===== config.mk =====
export PLATFORM = sky130hd
export DESIGN_NAME = neopixel_strand_driver
export DESIGN_NICKNAME = d
export VERILOG_FILES = /design/src/rtl/neopixel_pkg.sv /design/src/rtl/neopixel_bit_timer.sv /design/src/rtl/neopixel_strand_driver.sv
export SDC_FILE = /design/constraint.sdc
export NUM_CORES = 1
export LEC_CHECK = 0
export BUFFER_PORTS_ARGS = -buffer_cell sky130_fd_sc_hd__buf_2
export CORE_ASPECT_RATIO = 1.75
export CORE_MARGIN = 5
export CORE_UTILIZATION = 63
export DETAILED_ROUTE_END_ITERATION = 8
export PLACE_DENSITY = 0.89
export SYNTH_ARGS = -nofsm -noshare
export SYNTH_HDL_FRONTEND = slang
export SYNTH_HIERARCHICAL = 1
export SYNTH_SLANG_ARGS = --single-unit

===== constraint.sdc =====
create_clock -name clock -period 4 [get_ports clock]
set_clock_uncertainty 0.1 [all_clocks]
set_input_delay 0.8 -clock clock [delete_from_list [all_inputs] [get_ports clock]]
set_output_delay 0.8 -clock clock [all_outputs]
set_load 0.005 [all_outputs]

===== src/rtl/neopixel_pkg.sv =====
// Shared types for the WS2812 strand driver.
// Colour channel codes, controller states and frame geometry.
package neopixel_pkg;

  typedef enum logic [1:0] {
    CI_RED   = 2'b00,
    CI_BLUE  = 2'b01,
    CI_GREEN = 2'b10
  } color_index_t;

  typedef enum logic [1:0] {
    IDLE,
    SEND,
    LATCH
  } state_t;

  localparam int BITS_PER_PIXEL = 24;

endpackage


===== src/rtl/neopixel_bit_timer.sv =====
// One WS2812 bit period: high for T0H/T1H clocks, low for the rest.
// bit_done marks the last clock of the period so a new bit can start seamlessly.
module neopixel_bit_timer #(
  parameter int T0H   = 18,
  parameter int T1H   = 35,
  parameter int T_BIT = 63
) (
  input  logic clock,
  input  logic reset_n,
  input  logic start,
  input  logic bit_val,
  output logic neo_data,
  output logic bit_done
);

  localparam int CW = $clog2(T_BIT);
  localparam logic [CW-1:0] LAST = CW'(T_BIT - 1);
  localparam logic [CW-1:0] H0 = CW'(T0H);
  localparam logic [CW-1:0] H1 = CW'(T1H);

  logic [CW-1:0] cnt_q, cnt_d, cnt_nx;
  logic act_q, act_d;
  logic one_q, one_d;
  logic hi_q, hi_d;

  assign cnt_nx   = cnt_q + CW'(1);
  assign bit_done = act_q && (cnt_q == LAST);
  assign neo_data = hi_q;

  // hi_d looks one clock ahead so neo_data leaves a flop
  always_comb begin
    cnt_d = cnt_q;
    act_d = act_q;
    one_d = one_q;
    hi_d  = hi_q;
    if (start) begin
      cnt_d = '0;
      act_d = 1'b1;
      one_d = bit_val;
      hi_d  = 1'b1;
    end else if (act_q) begin
      if (bit_done) begin
        cnt_d = '0;
        act_d = 1'b0;
        hi_d  = 1'b0;
      end else begin
        cnt_d = cnt_nx;
        hi_d  = cnt_nx < (one_q ? H1 : H0);
      end
    end
  end

  always_ff @(posedge clock or negedge reset_n) begin
    if (!reset_n) begin
      cnt_q <= '0;
      act_q <= 1'b0;
      one_q <= 1'b0;
      hi_q  <= 1'b0;
    end else begin
      cnt_q <= cnt_d;
      act_q <= act_d;
      one_q <= one_d;
      hi_q  <= hi_d;
    end
  end

endmodule


===== src/rtl/neopixel_strand_driver.sv =====
// WS2812 strand controller: GRB colour store, frame sequencer and latch gap.
// Pixel 0 goes out first, each pixel as G[7:0], R[7:0], B[7:0].
module neopixel_strand_driver
  import neopixel_pkg::*;
#(
  parameter int NUM_PIXELS = 5,
  parameter int T0H        = 18,
  parameter int T1H        = 35,
  parameter int T_BIT      = 63,
  parameter int T_LATCH    = 2600,
  localparam int PW = (NUM_PIXELS > 1) ? $clog2(NUM_PIXELS) : 1
) (
  input  logic          clock,
  input  logic          reset_n,
  input  logic [7:0]    color_level,
  input  logic [1:0]    color_index,
  input  logic [PW-1:0] pixel_index,
  input  logic          load_color,
  input  logic          send_it,
  output logic          neo_data,
  output logic          ready_to_load,
  output logic          ready_to_send,
  output logic          frame_done
);

  localparam int LW = (T_LATCH > 1) ? $clog2(T_LATCH) : 1;
  localparam logic [4:0] LAST_BIT = 5'(BITS_PER_PIXEL - 1);
  localparam logic [PW-1:0] LAST_PIX = PW'(NUM_PIXELS - 1);
  localparam logic [LW-1:0] LAST_LAT = LW'(T_LATCH - 1);

  state_t state_q, state_d;
  logic [NUM_PIXELS-1:0][23:0] px_q, px_d;
  logic [4:0] bit_q, bit_d;
  logic [PW-1:0] pix_q, pix_d;
  logic [LW-1:0] lat_q, lat_d;
  logic ready_q, ready_d;
  logic done_q, done_d;
  logic start, bit_val, bit_done;
  logic [23:0] word;

  always_comb begin
    state_d = state_q;
    px_d    = px_q;
    bit_d   = bit_q;
    pix_d   = pix_q;
    lat_d   = lat_q;
    start   = 1'b0;
    if (state_q == IDLE && load_color && 32'(pixel_index) < NUM_PIXELS) begin
      case (color_index)
        CI_RED:   px_d[pixel_index][15:8]  = color_level;
        CI_BLUE:  px_d[pixel_index][7:0]   = color_level;
        CI_GREEN: px_d[pixel_index][23:16] = color_level;
        default:  px_d = px_q;
      endcase
    end
    case (state_q)
      IDLE: begin
        if (send_it) begin
          state_d = SEND;
          bit_d   = '0;
          pix_d   = '0;
          start   = 1'b1;
        end
      end
      SEND: begin
        if (bit_done) begin
          if (bit_q == LAST_BIT) begin
            bit_d = '0;
            if (pix_q == LAST_PIX) begin
              state_d = LATCH;
              lat_d   = '0;
            end else begin
              pix_d = pix_q + PW'(1);
              start = 1'b1;
            end
          end else begin
            bit_d = bit_q + 5'd1;
            start = 1'b1;
          end
        end
      end
      LATCH: begin
        if (lat_q == LAST_LAT) state_d = IDLE;
        else lat_d = lat_q + LW'(1);
      end
      default: state_d = IDLE;
    endcase
    // px_d so a same-cycle load lands in the frame being started
    word    = px_d[pix_d];
    bit_val = word[LAST_BIT - bit_d];
    done_d  = (state_d == LATCH) && (lat_d == LAST_LAT);
    ready_d = (state_d == IDLE);
  end

  always_ff @(posedge clock or negedge reset_n) begin
    if (!reset_n) begin
      state_q <= IDLE;
      px_q    <= '0;
      bit_q   <= '0;
      pix_q   <= '0;
      lat_q   <= '0;
      ready_q <= 1'b1;
      done_q  <= 1'b0;
    end else begin
      state_q <= state_d;
      px_q    <= px_d;
      bit_q   <= bit_d;
      pix_q   <= pix_d;
      lat_q   <= lat_d;
      ready_q <= ready_d;
      done_q  <= done_d;
    end
  end

  neopixel_bit_timer #(
    .T0H  (T0H),
    .T1H  (T1H),
    .T_BIT(T_BIT)
  ) u_timer (
    .clock   (clock),
    .reset_n (reset_n),
    .start   (start),
    .bit_val (bit_val),
    .neo_data(neo_data),
    .bit_done(bit_done)
  );

  assign ready_to_load = ready_q;
  assign ready_to_send = ready_q;
  assign frame_done    = done_q;

endmodule


==> flow_metrics.env, run 1 <==
export IMPL_grt_start_max_net_pins=99
export IMPL_cellLeakagePower_nw=4.25
export IMPL_detailedPlacementHpwl_mm=14.8
export IMPL_power_total_mw=5.11
export IMPL_cts_post_setup_buffers_inserted=0
export IMPL_synth_compound_gate_area_share=0.143
export IMPL_fp_dieArea_mm2=0.0152
export IMPL_worst_path_dominant_cell_family="compound AO/OA/AOI/OAI gates"
export IMPL_grt_antenna_before_repair=0
export IMPL_drt_pre_antenna_iters=6
export IMPL_synth_adder_area_share=0.0187
export IMPL_clock_sinks=153
export IMPL_r2r_slack_ns=0.15
export IMPL_max_slew_margin=0.407
export IMPL_first_iter_violations=790
export IMPL_reg2reg_from="u_timer/cnt_q[0]"
export IMPL_synth_top_family_by_area="simple AND/OR/NAND/NOR gates"
export IMPL_cp_bufs_invs=5
export IMPL_first_global_vias=7005
export IMPL_layout_min_cycle_time_ns=3.85
export IMPL_post_synth_and_or_nand_nor_area_fraction=0.165
export IMPL_postSynthAreaPerCell_um2=10.1
export IMPL_ys_top_cells_by_area="sky130_fd_sc_hd__dfrtp_1 47%, sky130_fd_sc_hd__mux2_2 13%, sky130_fd_sc_hd__nand2_1 5.7%, sky130_fd_sc_hd__o21ai_0 3.0%, sky130_fd_sc_hd__nor2_1 2.0%"
export IMPL_clk_latency_ns=0.43
export IMPL_synthesis_area_mm2=0.00804
export IMPL_yosys_most_used_dff="sky130_fd_sc_hd__dfrtp_1"
export IMPL_status="finished, final reports clean"
export IMPL_cts_htree_levels=4
export IMPL_design_portCount=21
export IMPL_area_growth_synth_to_finish_pct=12.9
export IMPL_final_cell_count_no_fill=1003
export IMPL_fp_coreArea_mm2=0.0125
export IMPL_grt_first_pass_wirelength_mm=35.9
export IMPL_remaining_drc_errors=0
export IMPL_die_width_um=95.4
export IMPL_setup_violations_final=0
export IMPL_cp_data_required_time_ns=4.23
export IMPL_post_synth_inst_count=795
export IMPL_r2r_cell_count=18
export IMPL_cap_violations=0
export IMPL_synth_largest_area_cell="sky130_fd_sc_hd__dfrtp_1"
export IMPL_track_usage=0.305
export IMPL_nets=851
export IMPL_ys_types=74
export IMPL_worst_slack_on_hold_paths_ns=0.372
export IMPL_synth_top_cell_area_share=0.473
export IMPL_vdd_ir_drop_worst_mv=0.376
export IMPL_critPathMaxStageDelay_ns=0.42
export IMPL_post_synth_edffs=0
export IMPL_antenna_cells=0
export IMPL_drt_vias_per_instance=6.79
export IMPL_clock_fmax_ghz=0.260
export IMPL_max_fo_critical_path=15
export IMPL_grt_overflow_total=0
export IMPL_seq_area_mm2=0.00383
export IMPL_synth_nets=824
export IMPL_seq_area_frac_synth=0.476
export IMPL_worst_setup_path_type="reg2reg"
export IMPL_clockBufferDepth=2
export IMPL_multi_input_area_mm2=0.00391
export IMPL_port_buffers=20
export IMPL_finalCritPeriodShare=0.961
export IMPL_rows=54
export IMPL_critical_path_cell_chain="inv_1, ha_1, nand3_1, nor3_2, buf_4, nand2_1, nor4_1, o21ba_2, inv_4, buf_6, buf_4, nor2_1, nor3_1, o311ai_0, a311o_1, a311oi_1, nand2_1, o21ai_0"
export IMPL_final_max_slew_violation_count=0
export IMPL_hp_class="in2async"
export IMPL_cell_area_power_density_mw_per_mm2=563
export IMPL_gp_routability_congestion=0.949
export IMPL_final_layout_size_suffix_gt1_frac=0.242
export IMPL_floorplan_initialDensity=0.643
export IMPL_place_inst=971
export IMPL_clock_transition_at_the_registers_of_the_reported_paths_ns=0.07
export IMPL_synth_mux_area_fraction=0.152
export IMPL_die_h_um=159
export IMPL_tritoncts_num_buffers=17
export IMPL_ys_warnings_count=6
export IMPL_synth_async_reset_ratio=1.00
export IMPL_routed_via_count=6811
export IMPL_routed_wire_length_per_instance_um=22.1
export IMPL_synth_seq_cells=153
export IMPL_totalWireLength_mm=22.2
export IMPL_worst_slew_pin_transition_ns=0.890
export IMPL_cp_arrival_ns=4.08
export IMPL_finalHoldViolations=0
export IMPL_critPathCaptureType="register"
export IMPL_final_fill_count=806
export IMPL_synth_xor_xnor_area_share=0.00544
export IMPL_timing_rr_end="u_timer/one_q"
export IMPL_clock_root_buffer="sky130_fd_sc_hd__clkbuf_16"
export IMPL_timing_critical_path_slowest_stage_cell="sky130_fd_sc_hd__dfrtp_1"
export IMPL_ant_nets=0
export IMPL_tritoncts="done"
export IMPL_critical_path_startpoint_type="register"
-- final cells by class --
cell class                 count  area share
multi-input combinational    568       0.431
sequential                   153       0.422
clock buffer                  20      0.0503
timing repair buffer          62      0.0473
tap                          168      0.0232
clock inverter                12      0.0182
inverter                      20     0.00855
-- state kept, by name, summed over array words and instances (netlist names) --
| name | count |
|---|---|
| state_q | 2 |
| pix_q | 3 |
| u_timer/one_q | 1 |
| ready_to_load | 1 |
| bit_q | 5 |
| u_timer/cnt_q | 6 |
| px_q | 120 |
| u_timer/neo_data | 1 |
| lat_q | 12 |
| frame_done | 1 |
| u_timer/act_q | 1 |
-- placed cells by master (no fill, tap or decap), types with 19 or more instances in the layout --
cell type                 instances
sky130_fd_sc_hd__buf_4           40
sky130_fd_sc_hd__nor2_1          42
sky130_fd_sc_hd__nand3_1         22
sky130_fd_sc_hd__nand2_1        122
sky130_fd_sc_hd__dfrtp_1        152
sky130_fd_sc_hd__mux2_2          90
sky130_fd_sc_hd__o21ai_0         47
sky130_fd_sc_hd__a21oi_1         30
sky130_fd_sc_hd__buf_2           19
-- worst max path at each step --
stage                startpoint            end  slack, ns  cells after the start
2_1_floorplan  u_timer/cnt_q[0]  u_timer/one_q       0.58                     18
3_3_place_gp            send_it  u_timer/one_q       0.35                     14
3_5_place_dp   u_timer/cnt_q[0]  u_timer/one_q       0.19                     18
4_1_cts        u_timer/cnt_q[0]  u_timer/one_q       0.05                     18
5_1_grt        u_timer/cnt_q[0]  u_timer/one_q      -0.03                     18
6_report       u_timer/cnt_q[0]  u_timer/one_q       0.15                     18
-- synth_stat cells (4+ instances only) --
| master | instances |
|---|---|
| sky130_fd_sc_hd__clkbuf_1 | 36 |
| sky130_fd_sc_hd__nand2_1 | 122 |
| sky130_fd_sc_hd__nor2_1 | 42 |
| sky130_fd_sc_hd__a211oi_1 | 6 |
| sky130_fd_sc_hd__a31oi_1 | 10 |
| sky130_fd_sc_hd__a21oi_1 | 30 |
| sky130_fd_sc_hd__buf_2 | 10 |
| sky130_fd_sc_hd__inv_1 | 17 |
| sky130_fd_sc_hd__a22oi_1 | 4 |
| sky130_fd_sc_hd__o21ai_0 | 49 |
| sky130_fd_sc_hd__dfrtp_1 | 152 |
| sky130_fd_sc_hd__o22ai_1 | 4 |
| sky130_fd_sc_hd__nor3b_1 | 4 |
| sky130_fd_sc_hd__nand2b_1 | 12 |
| sky130_fd_sc_hd__a22o_1 | 4 |
| sky130_fd_sc_hd__buf_4 | 5 |
| sky130_fd_sc_hd__nor3_1 | 9 |
| sky130_fd_sc_hd__and2_1 | 7 |
| sky130_fd_sc_hd__mux2i_1 | 13 |
| sky130_fd_sc_hd__o311ai_0 | 6 |
| sky130_fd_sc_hd__mux2_2 | 90 |
| sky130_fd_sc_hd__or3_1 | 11 |
| sky130_fd_sc_hd__nand3_1 | 22 |
| sky130_fd_sc_hd__ha_1 | 12 |
| sky130_fd_sc_hd__o2111ai_1 | 8 |
| sky130_fd_sc_hd__o211ai_1 | 15 |
| sky130_fd_sc_hd__nand3b_1 | 14 |
| sky130_fd_sc_hd__and3_1 | 8 |
-- repair_timing --
| item | in CTS | in global routing |
|---|---|---|
| hold buffers | 0 | 0 |
| hold endpoints to repair | 0 | 0 |
| gates resized for setup | 0 | 10 |
| setup endpoints to repair | 0 | 1 |
-- metrics by stage --
step | utilization | setup WS, ns | setup TNS (ns) | area [um2]
floorplan | - | 0.577 | 0 | 8040
global placement | 0.674 | 0.355 | 0 | 8420
detailed placement | 0.674 | 0.191 | 0 | 8420
CTS | 0.724 | 0.0476 | 0 | 9050
global route | 0.726 | -0.0251 | -0.0251 | 9080
finish | 0.726 | 0.155 | 0 | 9080
-- power by group --
part | total, mW | internal (mW) | leakage (nW) | switching (mW)
logic | 1.35 | 0.573 | 1.92 | 0.777
clock network | 1.69 | 1.02 | 0.287 | 0.664
registers | 2.07 | 1.90 | 2.04 | 0.171
total | 5.11 | 3.50 | 4.25 | 1.61
-- cell families after synthesis --
kind of cell / after synthesis
muxes: 107
DFF: 153
buffers and inverters: 74
adders and majority gates: 12
AOI/OAI and AO/OA: 171
and+or+nand+nor: 273
xor gates and xnor gates: 5
-- per-layer routing --
layer / vias to the layer above / track usage / wire (um)
li1: 2930 / - / -
met1: 3354 / 0.357 / 8060
met2: 398 / 0.509 / 11500
met3: 129 / 0.0449 / 1220
met4: 0 / 0.194 / 1420
met5: - / 0 / 0
No activity file was read; power rests on OpenSTA's default activity.
==> run 2: changes to the inputs <==
--- a/config.mk
+++ b/config.mk
@@ -5,6 +5,7 @@
 export SDC_FILE = /design/constraint.sdc
 export NUM_CORES = 1
 export LEC_CHECK = 0
+export ABC_AREA = 1
 export BUFFER_PORTS_ARGS = -buffer_cell sky130_fd_sc_hd__buf_2
 export CORE_ASPECT_RATIO = 1.75
 export CORE_MARGIN = 5
==> run 2 against run 1 <==
Sequential share of layout area down 2.7 points. Setup slack better by 0.13 ns. Global-route usage up 6.2 points. Routed wire length up 29%. Register-to-register slack better by 0.13 ns. Highest routed layer unchanged.
==> flow_metrics.env, run 2 <==
export IMPL_cp_bufs_invs=3
export IMPL_clock_transition_at_the_registers_of_the_reported_paths_ns=0.07
export IMPL_commonest_cells_in_the_netlist="413 x sky130_fd_sc_hd__nand2_1, 194 x sky130_fd_sc_hd__inv_1, 152 x sky130_fd_sc_hd__dfrtp_1"
export IMPL_p_int_mw=3.38
export IMPL_largest_reg_flops=120
export IMPL_totalWireLength_mm=28.7
export IMPL_critPathCaptureType="register"
export IMPL_grt_start_max_net_pins=85
export IMPL_synth_xor_xnor_area_share=0.00402
export IMPL_synth_adder_area_share=0.0172
export IMPL_ys_types=42
export IMPL_detailedPlacementHpwl_mm=20.8
export IMPL_remaining_drc_errors=0
export IMPL_clock_root_buffer="sky130_fd_sc_hd__clkbuf_16"
export IMPL_worst_setup_path_type="reg2reg"
export IMPL_post_synth_inst_count=1242
export IMPL_antenna_cells=0
export IMPL_clkPwrFrac=0.311
export IMPL_cell_area_power_density_mw_per_mm2=556
export IMPL_first_global_vias=8414
export IMPL_setup_violations_final=0
export IMPL_cts_htree_levels=4
export IMPL_cp_data_required_time_ns=4.19
export IMPL_routed_via_count=8582
export IMPL_yosys_most_used_dff="sky130_fd_sc_hd__dfrtp_1"
export IMPL_total_switching_power_mw=2.01
export IMPL_cellLeakagePower_nw=5.38
export IMPL_critical_path_cell_chain="inv_1, ha_1, inv_1, a21oi_2, nand3_1, nand2_1, buf_4, o211ai_1, nand3_1, nand3_1, nand2_1, nand3_1, nand3_1, nand3_1, nand2_1, nor2_1, nand2_1, o21ai_0"
export IMPL_drt_pre_antenna_iters=7
export IMPL_synth_nets=1271
export IMPL_tritoncts_num_buffers=17
export IMPL_finalInstanceArea_mm2=0.00969
export IMPL_clock_fmax_ghz=0.269
export IMPL_timing_critical_path_slowest_stage_cell="sky130_fd_sc_hd__buf_4"
export IMPL_final_fill_count=1218
export IMPL_critical_path_cell_count=18
export IMPL_synth_largest_area_cell="sky130_fd_sc_hd__dfrtp_1"
export IMPL_seq_area_frac_synth=0.440
export IMPL_clock_sinks=153
export IMPL_cap_violations=0
export IMPL_synth_seq_cells=153
export IMPL_gp_routability_congestion=1.06
export IMPL_max_fo_critical_path=46
export IMPL_die_h_um=165
export IMPL_synth_mux_area_fraction=0
export IMPL_r2r_slack_ns=0.28
export IMPL_cp_arrival_ns=3.90
export IMPL_clk_latency_ns=0.43
export IMPL_routed_wire_length_per_instance_um=19.6
export IMPL_grt_overflow_total=0
export IMPL_timing_rr_end="u_timer/one_q"
export IMPL_grt_first_pass_wirelength_mm=45.0
export IMPL_most_common_layout_cells="413 x sky130_fd_sc_hd__nand2_1, 194 x sky130_fd_sc_hd__inv_1, 152 x sky130_fd_sc_hd__dfrtp_1"
export IMPL_area_growth_synth_to_finish_pct=11.3
export IMPL_biggestRegsByFlops="px_q (120), lat_q (12), u_timer/cnt_q (6)"
export IMPL_synth_top_cell_area_share=0.437
export IMPL_status="finished, final reports clean"
export IMPL_drt_vias_per_instance=5.86
export IMPL_design_portCount=21
export IMPL_rows=57
export IMPL_ys_warnings_count=6
export IMPL_critPathMaxStageDelay_ns=0.46
export IMPL_port_buffers=20
export IMPL_ys_top_cells_by_area="sky130_fd_sc_hd__dfrtp_1 44%, sky130_fd_sc_hd__nand2_1 18%, sky130_fd_sc_hd__inv_1 8.4%, sky130_fd_sc_hd__nand3_1 6.4%, sky130_fd_sc_hd__nor2_1 4.4%"
export IMPL_vdd_ir_drop_worst_mv=0.373
export IMPL_regMostFlops="px_q"
export IMPL_floorplan_initialDensity=0.632
export IMPL_final_common_cell="sky130_fd_sc_hd__nand2_1"
export IMPL_worst_slew_pin_transition_ns=0.897
export IMPL_fp_dieArea_mm2=0.0164
export IMPL_final_max_slew_violation_count=0
export IMPL_cpMostUsedCell="sky130_fd_sc_hd__nand3_1"
export IMPL_clockBufferDepth=2
export IMPL_r2r_cell_count=18
export IMPL_first_iter_violations=882
export IMPL_post_synth_top_count_cell="sky130_fd_sc_hd__nand2_1"
export IMPL_critical_path_startpoint_type="register"
export IMPL_postSynthAreaPerCell_um2=7.01
export IMPL_synth_async_reset_ratio=1.00
export IMPL_synth_compound_gate_area_share=0.104
export IMPL_track_usage=0.366
export IMPL_reg2reg_from="state_q[1]"
export IMPL_max_slew_margin=0.400
export IMPL_synth_top_family_by_area="simple AND/OR/NAND/NOR gates"
export IMPL_die_width_um=98.9
export IMPL_netSwitchingFraction=0.373
export IMPL_nets=1304
export IMPL_grt_setup_unrepaired="no"
export IMPL_finalSetupTns_ns=0
export IMPL_finalHoldViolations=0
export IMPL_placed_cell_area_mm2=0.00904
export IMPL_fp_coreArea_mm2=0.0138
export IMPL_power_frac_seq=0.382
export IMPL_synthesis_area_mm2=0.00870
export IMPL_tritoncts="done"
export IMPL_grt_antenna_before_repair=0
export IMPL_finalCritPeriodShare=0.930
export IMPL_layout_min_cycle_time_ns=3.72
export IMPL_hp_class="in2async"
export IMPL_post_synth_edffs=0
export IMPL_power_combinational_fraction=0.307
export IMPL_worst_path_dominant_cell_family="simple AND/OR/NAND/NOR gates"
export IMPL_ant_nets=0
export IMPL_final_layout_size_suffix_gt1_frac=0.0885
export IMPL_post_synth_and_or_nand_nor_area_fraction=0.325
[run 2: cell count changes after synthesis, moves of 12 or more]
cell                       change
sky130_fd_sc_hd__nand2_1     +291
sky130_fd_sc_hd__nor2_1       +59
sky130_fd_sc_hd__a21oi_1      +27
sky130_fd_sc_hd__nand2b_1     -12
sky130_fd_sc_hd__mux2_2       -90
sky130_fd_sc_hd__nand3b_1     -13
sky130_fd_sc_hd__mux2i_1      -13
sky130_fd_sc_hd__nand4_1      +16
sky130_fd_sc_hd__inv_1       +177
sky130_fd_sc_hd__o21ai_1      +12
sky130_fd_sc_hd__nand3_1      +90
sky130_fd_sc_hd__clkbuf_1     -30
[run 2: power groups by stage]
stage | clock, mW | combinational (mW) | sequential [mW]
floorplan | 0 | 1.10 | 2.04
detailed placement | 0 | 1.59 | 2.08
CTS | 1.68 | 1.60 | 2.05
finish | 1.68 | 1.66 | 2.06
global placement | 0 | 1.56 | 2.06
global route | 1.76 | 1.84 | 2.10
[run 2: logic make-up after synthesis]
| group | count (synthesis) |
|---|---|
| xor+xnor | 4 |
| compound gates | 161 |
| flops | 153 |
| simple gates | 675 |
| fa+ha+maj | 12 |
| buf+inv | 237 |
[run 2: final cells by class]
class                      count  area [um2]  area share
inverter                     199         747      0.0771
clock buffer                  17         425      0.0439
timing repair buffer          52         363      0.0374
multi-input combinational    852        3930       0.405
sequential                   153        3830       0.395
clock inverter                15         179      0.0185
tap                          177         221      0.0229
[run 2: worst max path at each step]
stage                      from            end  slack (ns)
6_report             state_q[1]  u_timer/one_q        0.28
5_1_grt              state_q[1]  u_timer/one_q        0.03
4_1_cts              state_q[1]  u_timer/one_q        0.33
3_5_place_dp         state_q[1]  u_timer/one_q        0.42
3_3_place_gp         state_q[1]  u_timer/one_q        0.37
2_1_floorplan  u_timer/cnt_q[0]  u_timer/one_q        1.20
[run 2: per-layer routing]
layer | share of wire | track usage
met5 | 0 | 0
met4 | 0.098 | 0.293
met3 | 0.076 | 0.0576
met2 | 0.49 | 0.617
met1 | 0.34 | 0.407
[run 2: per-stage QoR]
step,setup slack [ns],cells,hold WS (ns),utilization,power (mW)
2_1_floorplan,1.20,1242,0.336,-,3.14
3_3_place_gp,0.366,1428,0.349,0.657,3.63
3_5_place_dp,0.417,1428,0.354,0.657,3.67
4_1_cts,0.325,1460,0.365,0.700,5.33
5_1_grt,0.0307,1465,0.382,0.704,5.69
6_report,0.282,1465,0.312,0.704,5.39
[run 2: what timing repair did]
item / 4_1_cts / 5_1_grt
setup endpoints to repair: 0 / 1
buffers inserted: 0 / 5
hold buffers: 0 / 0
gates resized for setup: 0 / 3
